## src/rtl/jtframe_sdram_sched_if.sv

```systemverilog
// rtl/jtframe_sdram_sched_if.sv - request/command/strobe bundle of the SDRAM command scheduler
//
// Groups every non-clock signal of jtframe_sdram_sched:
//   prog side   : downloading, prog_rd, prog_we, prog_ba, prog_addr -> prog_ack/dst/rdy
//   bank side   : ba_rd[3:0], ba_wr, ba0..ba3_addr                  -> ba_ack/dst/rdy[3:0]
//   core side   : core_req, core_ba, core_addr, core_wr, core_rfsh <- core_ack/dst/rdy
// The "slave" modport is the scheduler's view; "master" is the requesters' and core's view.
interface jtframe_sdram_sched_if #(
  parameter int AW = 22
);
  logic          downloading;
  logic          prog_rd;
  logic          prog_we;
  logic [1:0]    prog_ba;
  logic [AW-1:0] prog_addr;
  logic          prog_ack;
  logic          prog_dst;
  logic          prog_rdy;

  logic [3:0]    ba_rd;
  logic          ba_wr;
  logic [AW-1:0] ba0_addr;
  logic [AW-1:0] ba1_addr;
  logic [AW-1:0] ba2_addr;
  logic [AW-1:0] ba3_addr;
  logic [3:0]    ba_ack;
  logic [3:0]    ba_dst;
  logic [3:0]    ba_rdy;

  logic          core_req;
  logic [1:0]    core_ba;
  logic [AW-1:0] core_addr;
  logic          core_wr;
  logic          core_rfsh;
  logic          core_ack;
  logic          core_dst;
  logic          core_rdy;

  modport slave (
    input  downloading, prog_rd, prog_we, prog_ba, prog_addr,
    output prog_ack, prog_dst, prog_rdy,
    input  ba_rd, ba_wr, ba0_addr, ba1_addr, ba2_addr, ba3_addr,
    output ba_ack, ba_dst, ba_rdy,
    output core_req, core_ba, core_addr, core_wr, core_rfsh,
    input  core_ack, core_dst, core_rdy
  );

  modport master (
    output downloading, prog_rd, prog_we, prog_ba, prog_addr,
    input  prog_ack, prog_dst, prog_rdy,
    output ba_rd, ba_wr, ba0_addr, ba1_addr, ba2_addr, ba3_addr,
    input  ba_ack, ba_dst, ba_rdy,
    input  core_req, core_ba, core_addr, core_wr, core_rfsh,
    output core_ack, core_dst, core_rdy
  );
endinterface

```

## src/rtl/jtframe_sdram_sched.sv

```systemverilog
// rtl/jtframe_sdram_sched.sv - single-port SDRAM command scheduler (banks, prog, refresh)
//
// Grants one SDRAM command at a time to one of: four game bank requesters
// (round-robin), the ROM download port (exclusive while downloading), or an
// auto-refresh generator. Handshake strobes from the core are routed back to
// the current owner only.
//   clk    : system / SDRAM clock
//   rst_n  : asynchronous active-low reset
//   bus    : jtframe_sdram_sched_if.slave (requests in, command out, strobes back)
module jtframe_sdram_sched #(
  parameter int AW          = 22,
  parameter int RFSH_PERIOD = 750
) (
  input  logic                  clk,
  input  logic                  rst_n,
  jtframe_sdram_sched_if.slave  bus
);

  typedef enum logic [1:0] {IDLE, ISSUE, WAIT} state_t;

  localparam int CW = (RFSH_PERIOD > 1) ? $clog2(RFSH_PERIOD) : 1;
  localparam logic [CW-1:0] CNT_MAX = CW'(RFSH_PERIOD - 1);

  // Owner encoding: bit 2 set means a game bank, bits [1:0] give its index.
  localparam logic [2:0] OWN_NONE = 3'd0;
  localparam logic [2:0] OWN_PROG = 3'd1;
  localparam logic [2:0] OWN_RFSH = 3'd2;

  state_t        state_q, state_d;
  logic [1:0]    rr_q, rr_d;
  logic [CW-1:0] cnt_q, cnt_d;
  logic [1:0]    rp_q, rp_d;
  logic [2:0]    owner_q, owner_d;
  logic [1:0]    ba_q, ba_d;
  logic [AW-1:0] addr_q, addr_d;
  logic          wr_q, wr_d;
  logic          rfsh_q, rfsh_d;

  logic [3:0]    bank_req;
  logic          bank_hit;
  logic [1:0]    bank_sel;
  logic [AW-1:0] bank_addr;
  logic          cnt_wrap;
  logic          rfsh_done;
  logic [3:0]    ba_ack_c, ba_dst_c, ba_rdy_c;
  logic          prog_ack_c, prog_dst_c, prog_rdy_c;

  always_ff @(posedge clk or negedge rst_n) begin
    if (!rst_n) begin
      state_q <= IDLE;
      rr_q    <= 2'd0;
      cnt_q   <= '0;
      rp_q    <= 2'd0;
      owner_q <= OWN_NONE;
      ba_q    <= 2'd0;
      addr_q  <= '0;
      wr_q    <= 1'b0;
      rfsh_q  <= 1'b0;
    end else begin
      state_q <= state_d;
      rr_q    <= rr_d;
      cnt_q   <= cnt_d;
      rp_q    <= rp_d;
      owner_q <= owner_d;
      ba_q    <= ba_d;
      addr_q  <= addr_d;
      wr_q    <= wr_d;
      rfsh_q  <= rfsh_d;
    end
  end

  // Round-robin search: descending loop so the smallest offset from rr wins.
  always_comb begin
    bank_req = bus.ba_rd | {3'b000, bus.ba_wr};
    bank_hit = 1'b0;
    bank_sel = rr_q;
    for (int k = 3; k >= 0; k--) begin
      if (bank_req[rr_q + 2'(k)]) begin
        bank_hit = 1'b1;
        bank_sel = rr_q + 2'(k);
      end
    end
  end

  always_comb begin
    case (bank_sel)
      2'd0:    bank_addr = bus.ba0_addr;
      2'd1:    bank_addr = bus.ba1_addr;
      2'd2:    bank_addr = bus.ba2_addr;
      default: bank_addr = bus.ba3_addr;
    endcase
  end

  // Refresh token bookkeeping. A wrap and a refresh ack in the same cycle cancel.
  always_comb begin
    cnt_wrap  = (cnt_q == CNT_MAX);
    cnt_d     = cnt_wrap ? '0 : cnt_q + 1'b1;
    rfsh_done = (state_q == ISSUE) && (owner_q == OWN_RFSH) && bus.core_ack;
    rp_d      = rp_q;
    if (cnt_wrap && !rfsh_done) begin
      if (rp_q != 2'd3) rp_d = rp_q + 2'd1;
    end else if (rfsh_done && !cnt_wrap) begin
      rp_d = rp_q - 2'd1;
    end
  end

  always_comb begin
    state_d    = state_q;
    rr_d       = rr_q;
    owner_d    = owner_q;
    ba_d       = ba_q;
    addr_d     = addr_q;
    wr_d       = wr_q;
    rfsh_d     = rfsh_q;
    ba_ack_c   = 4'd0;
    ba_dst_c   = 4'd0;
    ba_rdy_c   = 4'd0;
    prog_ack_c = 1'b0;
    prog_dst_c = 1'b0;
    prog_rdy_c = 1'b0;

    case (state_q)
      IDLE: begin
        if (rp_q >= 2'd2) begin
          owner_d = OWN_RFSH;
          rfsh_d  = 1'b1;
          wr_d    = 1'b0;
          state_d = ISSUE;
        end else if (bus.downloading && (bus.prog_rd || bus.prog_we)) begin
          owner_d = OWN_PROG;
          rfsh_d  = 1'b0;
          ba_d    = bus.prog_ba;
          addr_d  = bus.prog_addr;
          wr_d    = bus.prog_we;
          state_d = ISSUE;
        end else if (!bus.downloading && bank_hit) begin
          owner_d = {1'b1, bank_sel};
          rfsh_d  = 1'b0;
          ba_d    = bank_sel;
          addr_d  = bank_addr;
          wr_d    = (bank_sel == 2'd0) && bus.ba_wr;
          state_d = ISSUE;
        end else if (rp_q != 2'd0) begin
          owner_d = OWN_RFSH;
          rfsh_d  = 1'b1;
          wr_d    = 1'b0;
          state_d = ISSUE;
        end
      end
      ISSUE: begin
        if (bus.core_ack) begin
          if (owner_q[2]) begin
            ba_ack_c[owner_q[1:0]] = 1'b1;
            rr_d = owner_q[1:0] + 2'd1;
          end else if (owner_q == OWN_PROG) begin
            prog_ack_c = 1'b1;
          end
          state_d = (owner_q == OWN_RFSH) ? IDLE : WAIT;
        end
      end
      WAIT: begin
        if (owner_q[2]) begin
          ba_dst_c[owner_q[1:0]] = bus.core_dst;
          ba_rdy_c[owner_q[1:0]] = bus.core_rdy;
        end else if (owner_q == OWN_PROG) begin
          prog_dst_c = bus.core_dst;
          prog_rdy_c = bus.core_rdy;
        end
        if (bus.core_rdy) state_d = IDLE;
      end
      default: state_d = IDLE;
    endcase
  end

  assign bus.core_req  = (state_q == ISSUE);
  assign bus.core_ba   = ba_q;
  assign bus.core_addr = addr_q;
  assign bus.core_wr   = wr_q;
  assign bus.core_rfsh = rfsh_q;
  assign bus.ba_ack    = ba_ack_c;
  assign bus.ba_dst    = ba_dst_c;
  assign bus.ba_rdy    = ba_rdy_c;
  assign bus.prog_ack  = prog_ack_c;
  assign bus.prog_dst  = prog_dst_c;
  assign bus.prog_rdy  = prog_rdy_c;

endmodule

```

## src/flat_wrapper.sv

```systemverilog
// flat-port wrapper written by rule: the top's interface ports become plain ports
module jtframe_sdram_sched_flat 
#(
  parameter int AW          = 22,
  parameter int RFSH_PERIOD = 750
)
  (clk, rst_n, bus_downloading, bus_prog_rd, bus_prog_we, bus_prog_ba, bus_prog_addr, bus_prog_ack, bus_prog_dst, bus_prog_rdy, bus_ba_rd, bus_ba_wr, bus_ba0_addr, bus_ba1_addr, bus_ba2_addr, bus_ba3_addr, bus_ba_ack, bus_ba_dst, bus_ba_rdy, bus_core_req, bus_core_ba, bus_core_addr, bus_core_wr, bus_core_rfsh, bus_core_ack, bus_core_dst, bus_core_rdy);
  jtframe_sdram_sched_if #(.AW(AW)) bus_i ();
  input  logic clk;
  input  logic rst_n;
  input wire logic [$bits(bus_i.downloading)-1:0] bus_downloading;
  input wire logic [$bits(bus_i.prog_rd)-1:0] bus_prog_rd;
  input wire logic [$bits(bus_i.prog_we)-1:0] bus_prog_we;
  input wire logic [$bits(bus_i.prog_ba)-1:0] bus_prog_ba;
  input wire logic [$bits(bus_i.prog_addr)-1:0] bus_prog_addr;
  output wire logic [$bits(bus_i.prog_ack)-1:0] bus_prog_ack;
  output wire logic [$bits(bus_i.prog_dst)-1:0] bus_prog_dst;
  output wire logic [$bits(bus_i.prog_rdy)-1:0] bus_prog_rdy;
  input wire logic [$bits(bus_i.ba_rd)-1:0] bus_ba_rd;
  input wire logic [$bits(bus_i.ba_wr)-1:0] bus_ba_wr;
  input wire logic [$bits(bus_i.ba0_addr)-1:0] bus_ba0_addr;
  input wire logic [$bits(bus_i.ba1_addr)-1:0] bus_ba1_addr;
  input wire logic [$bits(bus_i.ba2_addr)-1:0] bus_ba2_addr;
  input wire logic [$bits(bus_i.ba3_addr)-1:0] bus_ba3_addr;
  output wire logic [$bits(bus_i.ba_ack)-1:0] bus_ba_ack;
  output wire logic [$bits(bus_i.ba_dst)-1:0] bus_ba_dst;
  output wire logic [$bits(bus_i.ba_rdy)-1:0] bus_ba_rdy;
  output wire logic [$bits(bus_i.core_req)-1:0] bus_core_req;
  output wire logic [$bits(bus_i.core_ba)-1:0] bus_core_ba;
  output wire logic [$bits(bus_i.core_addr)-1:0] bus_core_addr;
  output wire logic [$bits(bus_i.core_wr)-1:0] bus_core_wr;
  output wire logic [$bits(bus_i.core_rfsh)-1:0] bus_core_rfsh;
  input wire logic [$bits(bus_i.core_ack)-1:0] bus_core_ack;
  input wire logic [$bits(bus_i.core_dst)-1:0] bus_core_dst;
  input wire logic [$bits(bus_i.core_rdy)-1:0] bus_core_rdy;
  assign bus_i.downloading = bus_downloading;
  assign bus_i.prog_rd = bus_prog_rd;
  assign bus_i.prog_we = bus_prog_we;
  assign bus_i.prog_ba = bus_prog_ba;
  assign bus_i.prog_addr = bus_prog_addr;
  assign bus_prog_ack = bus_i.prog_ack;
  assign bus_prog_dst = bus_i.prog_dst;
  assign bus_prog_rdy = bus_i.prog_rdy;
  assign bus_i.ba_rd = bus_ba_rd;
  assign bus_i.ba_wr = bus_ba_wr;
  assign bus_i.ba0_addr = bus_ba0_addr;
  assign bus_i.ba1_addr = bus_ba1_addr;
  assign bus_i.ba2_addr = bus_ba2_addr;
  assign bus_i.ba3_addr = bus_ba3_addr;
  assign bus_ba_ack = bus_i.ba_ack;
  assign bus_ba_dst = bus_i.ba_dst;
  assign bus_ba_rdy = bus_i.ba_rdy;
  assign bus_core_req = bus_i.core_req;
  assign bus_core_ba = bus_i.core_ba;
  assign bus_core_addr = bus_i.core_addr;
  assign bus_core_wr = bus_i.core_wr;
  assign bus_core_rfsh = bus_i.core_rfsh;
  assign bus_i.core_ack = bus_core_ack;
  assign bus_i.core_dst = bus_core_dst;
  assign bus_i.core_rdy = bus_core_rdy;
  jtframe_sdram_sched #(.AW(AW), .RFSH_PERIOD(RFSH_PERIOD)) u_core (.clk(clk), .rst_n(rst_n), .bus(bus_i));
endmodule
```

## config.mk

```make
export PLATFORM = sky130hd
export DESIGN_NAME = jtframe_sdram_sched_flat
export DESIGN_NICKNAME = d
export VERILOG_FILES = /design/src/rtl/jtframe_sdram_sched_if.sv /design/src/rtl/jtframe_sdram_sched.sv /design/src/flat_wrapper.sv
export SDC_FILE = /design/constraint.sdc
export NUM_CORES = 1
export LEC_CHECK = 0
export CORE_MARGIN = 10
export CORE_UTILIZATION = 43
export CTS_CLUSTER_DIAMETER = 40
export DETAILED_ROUTE_END_ITERATION = 10
export GPL_ROUTABILITY_DRIVEN = 0
export PLACE_DENSITY = 0.95
export SLEW_MARGIN = 0
export SYNTH_ARGS = -nofsm -noshare
export SYNTH_HDL_FRONTEND = slang
export SYNTH_SLANG_ARGS = --single-unit
```

## constraint.sdc

```tcl
create_clock -name clk -period 4.03 [get_ports clk]
set_clock_uncertainty 0.05 [all_clocks]
set_input_delay 0.806 -clock clk [delete_from_list [all_inputs] [get_ports clk]]
set_output_delay 0.806 -clock clk [all_outputs]
set_load 0.005 [all_outputs]
```

**Word-level counts from Yosys, hierarchy flattened**

Cells that the tools add are included.

- $lt $le $gt $ge: 7
- Shift-type cells: 0
- Reductions and logical operators: 23
- Bitwise operators: 4
- Equal/unequal tests: 12
- Divide/modulo/power cells: 0
- $add $sub $neg: 7
- Multipliers: 0
- Muxes and demuxes: 64

Operators with widths:

| operator | count |
|---|---|
| 22-bit one-hot mux with 3 select lines | 1 |
| 22-bit two-way mux | 2 |
| 2-bit two-way mux | 16 |
| 4-bit two-way mux | 7 |
| 1-bit two-way mux | 27 |
| 2-bit by 3-bit < comparator with 1-bit output, second input constant | 5 |
| 3-bit two-way mux | 4 |
| 10-bit by 1-bit adder with 10-bit output, second input constant | 1 |
| 10-bit equality test, second input constant | 1 |
| 10-bit two-way mux | 1 |
| 3-bit AND reduction | 3 |
| 4-bit bitwise AND | 2 |
| 1-bit binary-select mux with 2-bit select | 4 |
| 1-bit logical AND | 8 |
| 2-bit by 1-bit adder with 2-bit output, second input constant | 3 |
| 2-bit inequality test, second input constant | 3 |
| 2-bit one-hot mux with 3 select lines | 1 |
| 2-bit nonzero test | 3 |
| 5-bit by 1-bit inequality test with 1-bit output, second input constant | 1 |
| 2-bit adder, second input constant | 2 |
| 2-bit by 1-bit equality test with 1-bit output, second input constant | 2 |
| 2-bit equality test, second input constant | 2 |
| 2-bit logical NOT | 2 |
| 4-bit by 1-bit OR with 4-bit output | 1 |
| other kinds (12) | 15 |

- Memory bits (read-only): 0
- Bits in latches: 0
- Logic and storage cells: 126
- Memories: 0
- Register bits after elaboration: 45
- Output and inout bits: 42
- Bits in writable memories: 0

**Longest topological paths before layout**

Gate-level depths: netlist (run 1).

- Word-level depth: 12
- Gate-level depth with buffers: 8

**Worst setup path before layout (run 1)**

No wires, ideal clock.

- Kind: in2reg
- Start point: input port bus_ba_rd[3]
- End point: register u_core.addr_q[20], in the netlist u_core.bus.core_addr[20]
- Path buffers: 2
- Cell stages on the path: 7
- Arrival time: 2.087 ns
- Setup time: 0.134 ns
- Slack: 1.759 ns
- Cell sequence: buf_6 -> or2_4 -> o21ai_4 -> nand2_4 -> buf_6 -> a2111oi_1 -> nor3_1

- Longest elaborated chain between the ends: 11

Ends and longest elaborated chain:

| item | line | source |
|---|---|---|
| start: declaration | flat_wrapper.sv:19 | `input wire logic [$bits(bus_i.ba_rd)-1:0] bus_ba_rd;` |
| 4-bit by 1-bit OR with 4-bit output * | jtframe_sdram_sched.sv:74 | `bank_req = bus.ba_rd \| {3'b000, bus.ba_wr};` |
| 1-bit binary-select mux with 2-bit select | jtframe_sdram_sched.sv:78 | `if (bank_req[rr_q + 2'(k)]) begin` |
| 1-bit two-way mux (not written as such) | jtframe_sdram_sched.sv:78 |  |
| 2-bit two-way mux (4 in a row) | jtframe_sdram_sched.sv:78 |  |
| 2-bit equality test (tied with other cells) | jtframe_sdram_sched.sv:86 | `case (bank_sel)` |
| 22-bit one-hot mux with 3 select lines | jtframe_sdram_sched.sv:86 |  |
| 22-bit two-way mux | jtframe_sdram_sched.sv:136 | `end else if (!bus.downloading && bank_hit) begin` |
| 22-bit two-way mux | jtframe_sdram_sched.sv:129 | `end else if (bus.downloading && (bus.prog_rd \|\| bus.prog_we)) begin` |
| end signal: assignment | jtframe_sdram_sched.sv:66 | `addr_q <= addr_d;` |
| end: declaration | jtframe_sdram_sched.sv:35 | `logic [AW-1:0] addr_q, addr_d;` |

Mark *: on every way between the ends. The rest lies on a longest branch, timed or not. The select of a mux whose other input is x is not followed.
A chain may end at the register's enable or synchronous reset.

**Worst setup path in the final report (run 1)**

- Start point: input port bus_core_ack
- End point: output port bus_ba_ack[3]

- Longest elaborated chain between the ends: 2

Ends and longest elaborated chain:

| item | line | source |
|---|---|---|
| start: declaration | flat_wrapper.sv:33 | `input wire logic [$bits(bus_i.core_ack)-1:0] bus_core_ack;` |
| 4-bit two-way mux | jtframe_sdram_sched.sv:151 | `if (bus.core_ack) begin` |
| 4-bit two-way mux | jtframe_sdram_sched.sv:122 | `case (state_q)` |
| end: declaration | flat_wrapper.sv:25 | `output wire logic [$bits(bus_i.ba_ack)-1:0] bus_ba_ack;` |

Every way passes these cells.

==> results of run 1 <==
-- sequential cells by signal, summed over array words and instances, names as in the netlist --
signal,flops
u_core.bus.core_wr,1
u_core.rp_q,2
u_core.cnt_q,10
u_core.bus.core_ba,2
u_core.owner_q,3
u_core.bus.core_rfsh,1
u_core.rr_q,2
u_core.state_q,2
u_core.bus.core_addr,22
-- worst max path at each step --
stage,end,slack [ns]
3_3_place_gp,u_core.bus.core_addr[5]$_DFFE_PN0P_,0.84
4_1_cts,bus_ba_ack[3],0.89
3_5_place_dp,u_core.bus.core_addr[16]$_DFFE_PN0P_,0.76
6_report,bus_ba_ack[3],0.90
5_1_grt,u_core.bus.core_addr[16]$_DFFE_PN0P_,0.76
2_1_floorplan,u_core.bus.core_addr[20]$_DFFE_PN0P_,1.76
-- cell type report --
cell class	instances	area (µm²)	area share (%)
Sequential cell	45	1126	22.71
Timing Repair Buffer	173	1722	34.72
Clock buffer	6	72.57	1.464
Inverter	9	33.78	0.6813
Clock inverter	2	15.01	0.3028
Tap cell	99	123.9	2.498
Multi-Input combinational cell	277	1866	37.62
-- layer usage --
metal | share of wire, % | GRT usage, % | vias up
met1 | 36 | 21.59 | 1687
li1 | - | - | 1665
met5 | 0 | 0 | -
met2 | 50 | 36.31 | 184
met3 | 11 | 9.843 | 28
met4 | 2.9 | 7.640 | 0
-- worst min-delay path: stages (launching register included) --
cell     delay, ns
dfrtp_1       0.36
nand2_1       0.06
o31ai_1       0.06
-- placed cells by master, fill, tap and decap left out, drive strengths merged, types with 4 or more instances in the layout --
cell type	netlist	final
clkdlybuf4s50	0	165
dfrtp	45	45
and3	33	33
o21ai	27	27
o22ai	23	23
a21oi	20	20
nand2	19	19
a21boi	16	16
a2111oi	16	16
and2	15	15
nor2	14	14
a221oi	14	14
nor3	13	13
o21a	12	12
inv	9	9
buf	12	8
ha	6	6
clkbuf	14	6
nand3	5	5
xor2	5	5
nor2b	4	4
or3	4	4
nand2b	4	4
-- cell families after synthesis --
| logic type | synth area share [%] |
|---|---|
| DFF | 35.12 |
| AOI/OAI and AO/OA | 32.11 |
| xor gates and xnor gates | 1.639 |
| adders and majority gates | 2.341 |
| buffers and inverters | 6.711 |
| and+or+nand+nor | 21.11 |
| muxes | 0.9754 |
-- power by group through the flow --
stage | Sequential [mW] | Combinational (mW) | Clock [mW]
floorplan | 0.741 | 0.640 | 0
global placement | 0.751 | 1.16 | 0
detailed placement | 0.764 | 1.20 | 0
CTS | 0.758 | 1.21 | 0.290
global route | 0.785 | 1.32 | 0.311
finish | 0.761 | 1.21 | 0.287
-- stage by stage --
| step | area (µm²) | worst slack, ns | utilization [%] |
|---|---|---|---|
| floorplan | 3207 | 1.759 | - |
| global placement | 4871 | 0.8393 | 67.16 |
| detailed placement | 4871 | 0.7558 | 67.16 |
| CTS | 4959 | 0.8946 | 68.36 |
| global route | 4959 | 0.7605 | 68.36 |
| finish | 4959 | 0.9025 | 68.36 |
==> impl_results.md, run 1 <==
* Count of filler cells inserted in the layout at 551
* Number of antenna violations at the first check in global routing at 0
* Setup slack on the worst flop-to-flop path at 1.46 ns
* Switch share at 38.90%
* Cell with the most instances after synthesis: dfrtp_1
* Type of element capturing the critical path: primary output
* Worst hold path depth at 2
* Clock network fraction of design power at 12.7%
* Max_cap viols at 0
* Initial Utilization at 44.21%
* Max Clock Freq at 319.7 MHz
* Final critical path time including I/O delays and setup at 3.127 ns
* Cts repair resizes at 0
* Min-Delay Path Class: flop to flop
* P_sw at 0.8776 mW
* Clock tree from TritonCTS: yes
* Setup tns final at 0 ns
* CTS HTree Levels at 2
* Drt drc at 0
* Family of cells with the greatest summed delay on the critical path: buffers and inverters
* Worst path slowest cell: clkdlybuf4s50_1
* Most instantiated flip-flop cell in the synthesis netlist: dfrtp_1
* Clk sinks at 45
* Number of placement rows at 31
* Clock slew seen by the registers of the worst setup and hold paths at 0.09 ns
* Logic depth of the worst path, buffers included at 4
* Standby leakage power at 1.956 nW
* Maximum resistive drop on vdd at 0.2332 mV
* All-layer global routing usage at 20.91%
* Mean routed wirelength per cell at 19.59 µm
* Warnings, synthesis at 0
* First-iteration detailed-routing DRC count at 186
* Antenna-violating nets left at 0
* CTS buffer count at 5
* Mean instance size in the synthesized netlist at 8.983 µm²
* Via count of the first global-routing pass at 3862
* Detail-routed via count per cell at 5.833
* Capture endpoint of the worst hold path: u_core.bus.core_wr$_DFFE_PN0P_
* Cts hold-fix bufs at 0
* Unrepaired setup endpoints after global routing: false
* Yosys reg bits at 45
* Number of max-slew violations in the final report at 0
* Area leader, netlist: dfrtp_1
* Total Die Area at 11310 µm²
* Signed area change from the synthesized netlist to the final layout at 54.62%
* Final period utilization at 77.60%
* Wire length reported by the detailed router at 11.97 mm
* Dpl hpwl at 9.475 mm
* Worst-Margin Slew at 1.123 ns
* Number of distinct standard cells referenced by the synthesized netlist at 62
* Critical path peak fanout at 6
* Final Non-Filler Cells at 611
* Status: finished clean
* Data arrival at the endpoint of the critical path at 2.27 ns
* Top-area cell type share of the netlist area at 35.12%
* Critical path launch point type: input pin
* Internal portion of total power at 1.378 mW
* Most numerous cell types in the synthesized netlist: dfrtp_1, and3_1, o21ai_0
* Pre-antenna DRT Iters at 4
* R2R Path End: u_core.bus.core_addr[20]$_DFFE_PN0P_
* Nets@finish at 642
* Total Power Consumption at 2.256 mW
* Count of final setup violators at 0
* Post-synthesis sequential area ratio at 35.12%
* Total congestion overflow at 0
* R2R cell count at 6
* Total via count in the routed design at 3564
* Largest net degree at the start of global routing at 46
* Most Frequent Cell on Critical Path: clkdlybuf4s50_1
* EDFF count, synth at 0
* Tightest hold margin at 0.4587 ns
* Chip height at 106.4 µm
* Start point of the critical path: bus_core_ack
* Buffer cell driving the clock tree root: clkbuf_8
* Width of the chip at 106.4 µm
* Total of buffers placed on input and output ports at 166
* Worst reg2reg path startpoint: u_core.state_q[1]$_DFFE_PN0P_
* Max Buffers Root-to-Sink at 2
* Count of buffer and inverter cells on the critical path at 2
* Biggest area contributors in the synthesized netlist: dfrtp_1, and3_1, o22ai_1, a221oi_1, o21ai_0
* Critical path type: input pin to primary output
* Post-CTS repair timing setup buffer count at 0
* Worst Hold Launch: u_core.bus.core_wr$_DFFE_PN0P_
* Inserted Diodes at 0
* Latest clock arrival within the worst-skew pair at 0.30 ns
* Relative slew margins at 25.17%
* Cells after Synth at 357
* Required time of the critical path at 3.17 ns
* Placed Cells incl. Taps at 603
* CP peak stage delay at 0.52 ns
* Fraction of final layout cells with drive strength greater than 1 at 7.031%
* Final hold viol count at 0
* Area of the mapped netlist at 3207 µm²
* Share of flip-flops with an asynchronous set or reset after synthesis at 100.0%
* Number of top-level design ports at 167
* Cell Chain, Critical Path: clkdlybuf4s50_1 > and3_1 > and2_1 > clkdlybuf4s50_1
* Post-synthesis net count at 488
* PwrDens at 454.9 nW/µm²
* Placeable core area at 7253 µm²
* Wire length of the first global-routing pass at 19.49 mm
* Share of total power in combinational logic at 53.5%
* Share of total power in sequential cells at 33.7%
No activity file was read; power rests on OpenSTA's default activity.
==> run 2: changes to the inputs <==
- CORE_UTILIZATION: 43 -> 40
- PLACE_DENSITY: 0.95 -> 0.93
- clock period: 4.03 -> 3.07 ns (I/O delays scaled with it)
==> impl_results.md, run 2 (same netlist as run 1, synthesis figures left out) <==
* Number of placement rows at 32 (+3.2%)
* Max Clock Freq at 363.7 MHz
* Critical path type: input pin to primary output
* Clock tree from TritonCTS: yes
* Unrepaired setup endpoints after global routing: false
* Final period utilization at 89.56%
* CTS buffer count at 5 (unchanged)
* Post-route worst setup slack at 0.3205 ns (-0.5820 ns)
* Sequential standard cell area at 1126 µm² (unchanged)
* Top library cells by usage in the layout, fill and taps aside: clkdlybuf4s50_1, dfrtp_1, and3_1
* Signed area change from the synthesized netlist to the final layout at 57.12%
* Cts repair resizes at 0 (unchanged)
* Max_cap viols at 0 (unchanged)
* Width of the chip at 109.5 µm (+3.0%)
* PwrDens at 610.0 nW/µm² (+34%)
* Final hold viol count at 0 (unchanged)
* Number of flip-flops under the largest register name at 22 (unchanged)
* Number of antenna violations at the first check in global routing at 0 (unchanged)
* Mean routed wirelength per cell at 19.54 µm (-0.27%)
* Largest net degree at the start of global routing at 48 (+4.3%)
* Total via count in the routed design at 3575 (+0.31%)
* Total of buffers placed on input and output ports at 166 (unchanged)
* Final critical path time including I/O delays and setup at 2.749 ns
* Tightest hold margin at 0.4345 ns (-0.02414 ns)
* Relative slew margins at 31.68% (+6.5 points)
* All-layer global routing usage at 19.57% (-1.3 points)
* Count of final setup violators at 0 (unchanged)
* Number of top-level design ports at 167 (unchanged)
* Initial Utilization at 41.29% (-2.9 points)
* R2R cell count at 5 (-1)
* CTS HTree Levels at 2 (unchanged)
* Placeable core area at 7767 µm² (+7.1%)
* Wire length of the first global-routing pass at 18.82 mm (-3.4%)
* Placed Cells incl. Taps at 613 (+1.7%)
* Total Die Area at 12000 µm² (+6.1%)
* Multi-input gate area in the final layout at 1866 µm² (unchanged)
* Post-CTS repair timing setup buffer count at 0 (unchanged)
* Cts hold-fix bufs at 0 (unchanged)
* Count of filler cells inserted in the layout at 626 (+14%)
* Clk sinks at 45 (unchanged)
* Status: finished clean
* Critical path launch point type: input pin
* Wire length reported by the detailed router at 12.13 mm (+1.4%)
* Critical path peak fanout at 6 (unchanged)
* Latest clock arrival within the worst-skew pair at 0.30 ns (about the same)
* Data arrival at the endpoint of the critical path at 2.09 ns (-0.18 ns)
* Required time of the critical path at 2.41 ns (-0.76 ns)
* Maximum resistive drop on vdd at 0.2768 mV (+19%)
* Antenna-violating nets left at 0 (unchanged)
* Fraction of final layout cells with drive strength greater than 1 at 8.285% (+1.3 points)
* Leading cell type in the layout, fill and taps excluded: clkdlybuf4s50_1
* Standby leakage power at 2.006 nW (+2.6%)
* Chip height at 109.5 µm (+3.0%)
* Inserted Diodes at 0 (unchanged)
* Post-Place Setup Slack at 0.2912 ns (-0.4646 ns)
* Min-Delay Path Class: input pin to async pin
* Setup tns final at 0 ns (unchanged)
* Cell area after layout at 5039 µm² (+1.6%)
* Max Buffers Root-to-Sink at 2 (unchanged)
* Worst-Margin Slew at 1.025 ns (-0.09776 ns)
* Buffer cell driving the clock tree root: clkbuf_8
* Cell area reported after detailed placement at 4927 µm² (+1.2%)
* Dpl hpwl at 9.619 mm (+1.5%)
* Total congestion overflow at 0 (unchanged)
* Utilization of the core after routing at 64.87% (-3.5 points)
* Via count of the first global-routing pass at 3775 (-2.3%)
* Detail-routed via count per cell at 5.757 (-1.3%)
* Final Non-Filler Cells at 621 (+1.6%)
* Nets@finish at 649 (+1.1%)
* Number of max-slew violations in the final report at 0 (unchanged)
* Total Power Consumption at 3.073 mW (+36%)
* Drt drc at 0 (unchanged)
* Clock slew seen by the registers of the worst setup and hold paths at 0.09 ns (about the same)
* Type of element capturing the critical path: primary output
* First-iteration detailed-routing DRC count at 204 (+9.7%)
* Pre-antenna DRT Iters at 4 (unchanged)
run 2: cell count changes in the layout (fill, tap and decap cells not counted), sizes merged:
cell      change
buf           +7
bufinv        +1
clkinv        +1
clkinvlp      -2
run 2: worst paths after layout:
path / from / endpoint / slack [ns]
max in group asynchronous: rst_n / u_core.cnt_q[5]$_DFF_PN0_ / 1.90
setup reg to reg: u_core.state_q[0]$_DFFE_PN0P_ / u_core.bus.core_addr[11]$_DFFE_PN0P_ / 0.65
min in group clk: u_core.bus.core_rfsh$_DFFE_PN0P_ / u_core.bus.core_rfsh$_DFFE_PN0P_ / 0.46
setup / recovery: bus_core_ack / bus_ba_ack[3] / 0.32
hold / removal: rst_n / u_core.bus.core_addr[18]$_DFFE_PN0P_ / 0.43
hold reg to reg: u_core.bus.core_rfsh$_DFFE_PN0P_ / u_core.bus.core_rfsh$_DFFE_PN0P_ / 0.46
run 2: cell type report:
type / count / share of cell area (%)
inverters: 9 / 0.6705
clock buffers: 6 / 1.440
repair buffers: 180 / 35.21
clock inverters: 2 / 0.7698
multi-input cells: 277 / 37.03
flip-flops and latches: 45 / 22.35
well taps: 102 / 2.533
run 2: critical path, cell delays in order:
cell	delay [ns]
clkdlybuf4s50_1	0.51
and3_1	0.29
and2_1	0.17
clkdlybuf4s50_1	0.51
run 2: metal layers:
layer  routed length (µm)  global-route usage (%)  up-vias
met3                 1097                   7.022       34
met4                  413                   7.900        0
met2                 6144                   34.33      165
met1                 4476                   20.97     1700
met5                    0                       0        -
li1                     -                       -     1676
run 2: report_power, final:
group / switching [mW] / internal (mW)
Combinational: 0.767 / 0.848
Sequential: 0.179 / 0.816
Clock: 0.218 / 0.245
Total: 1.16 / 1.91
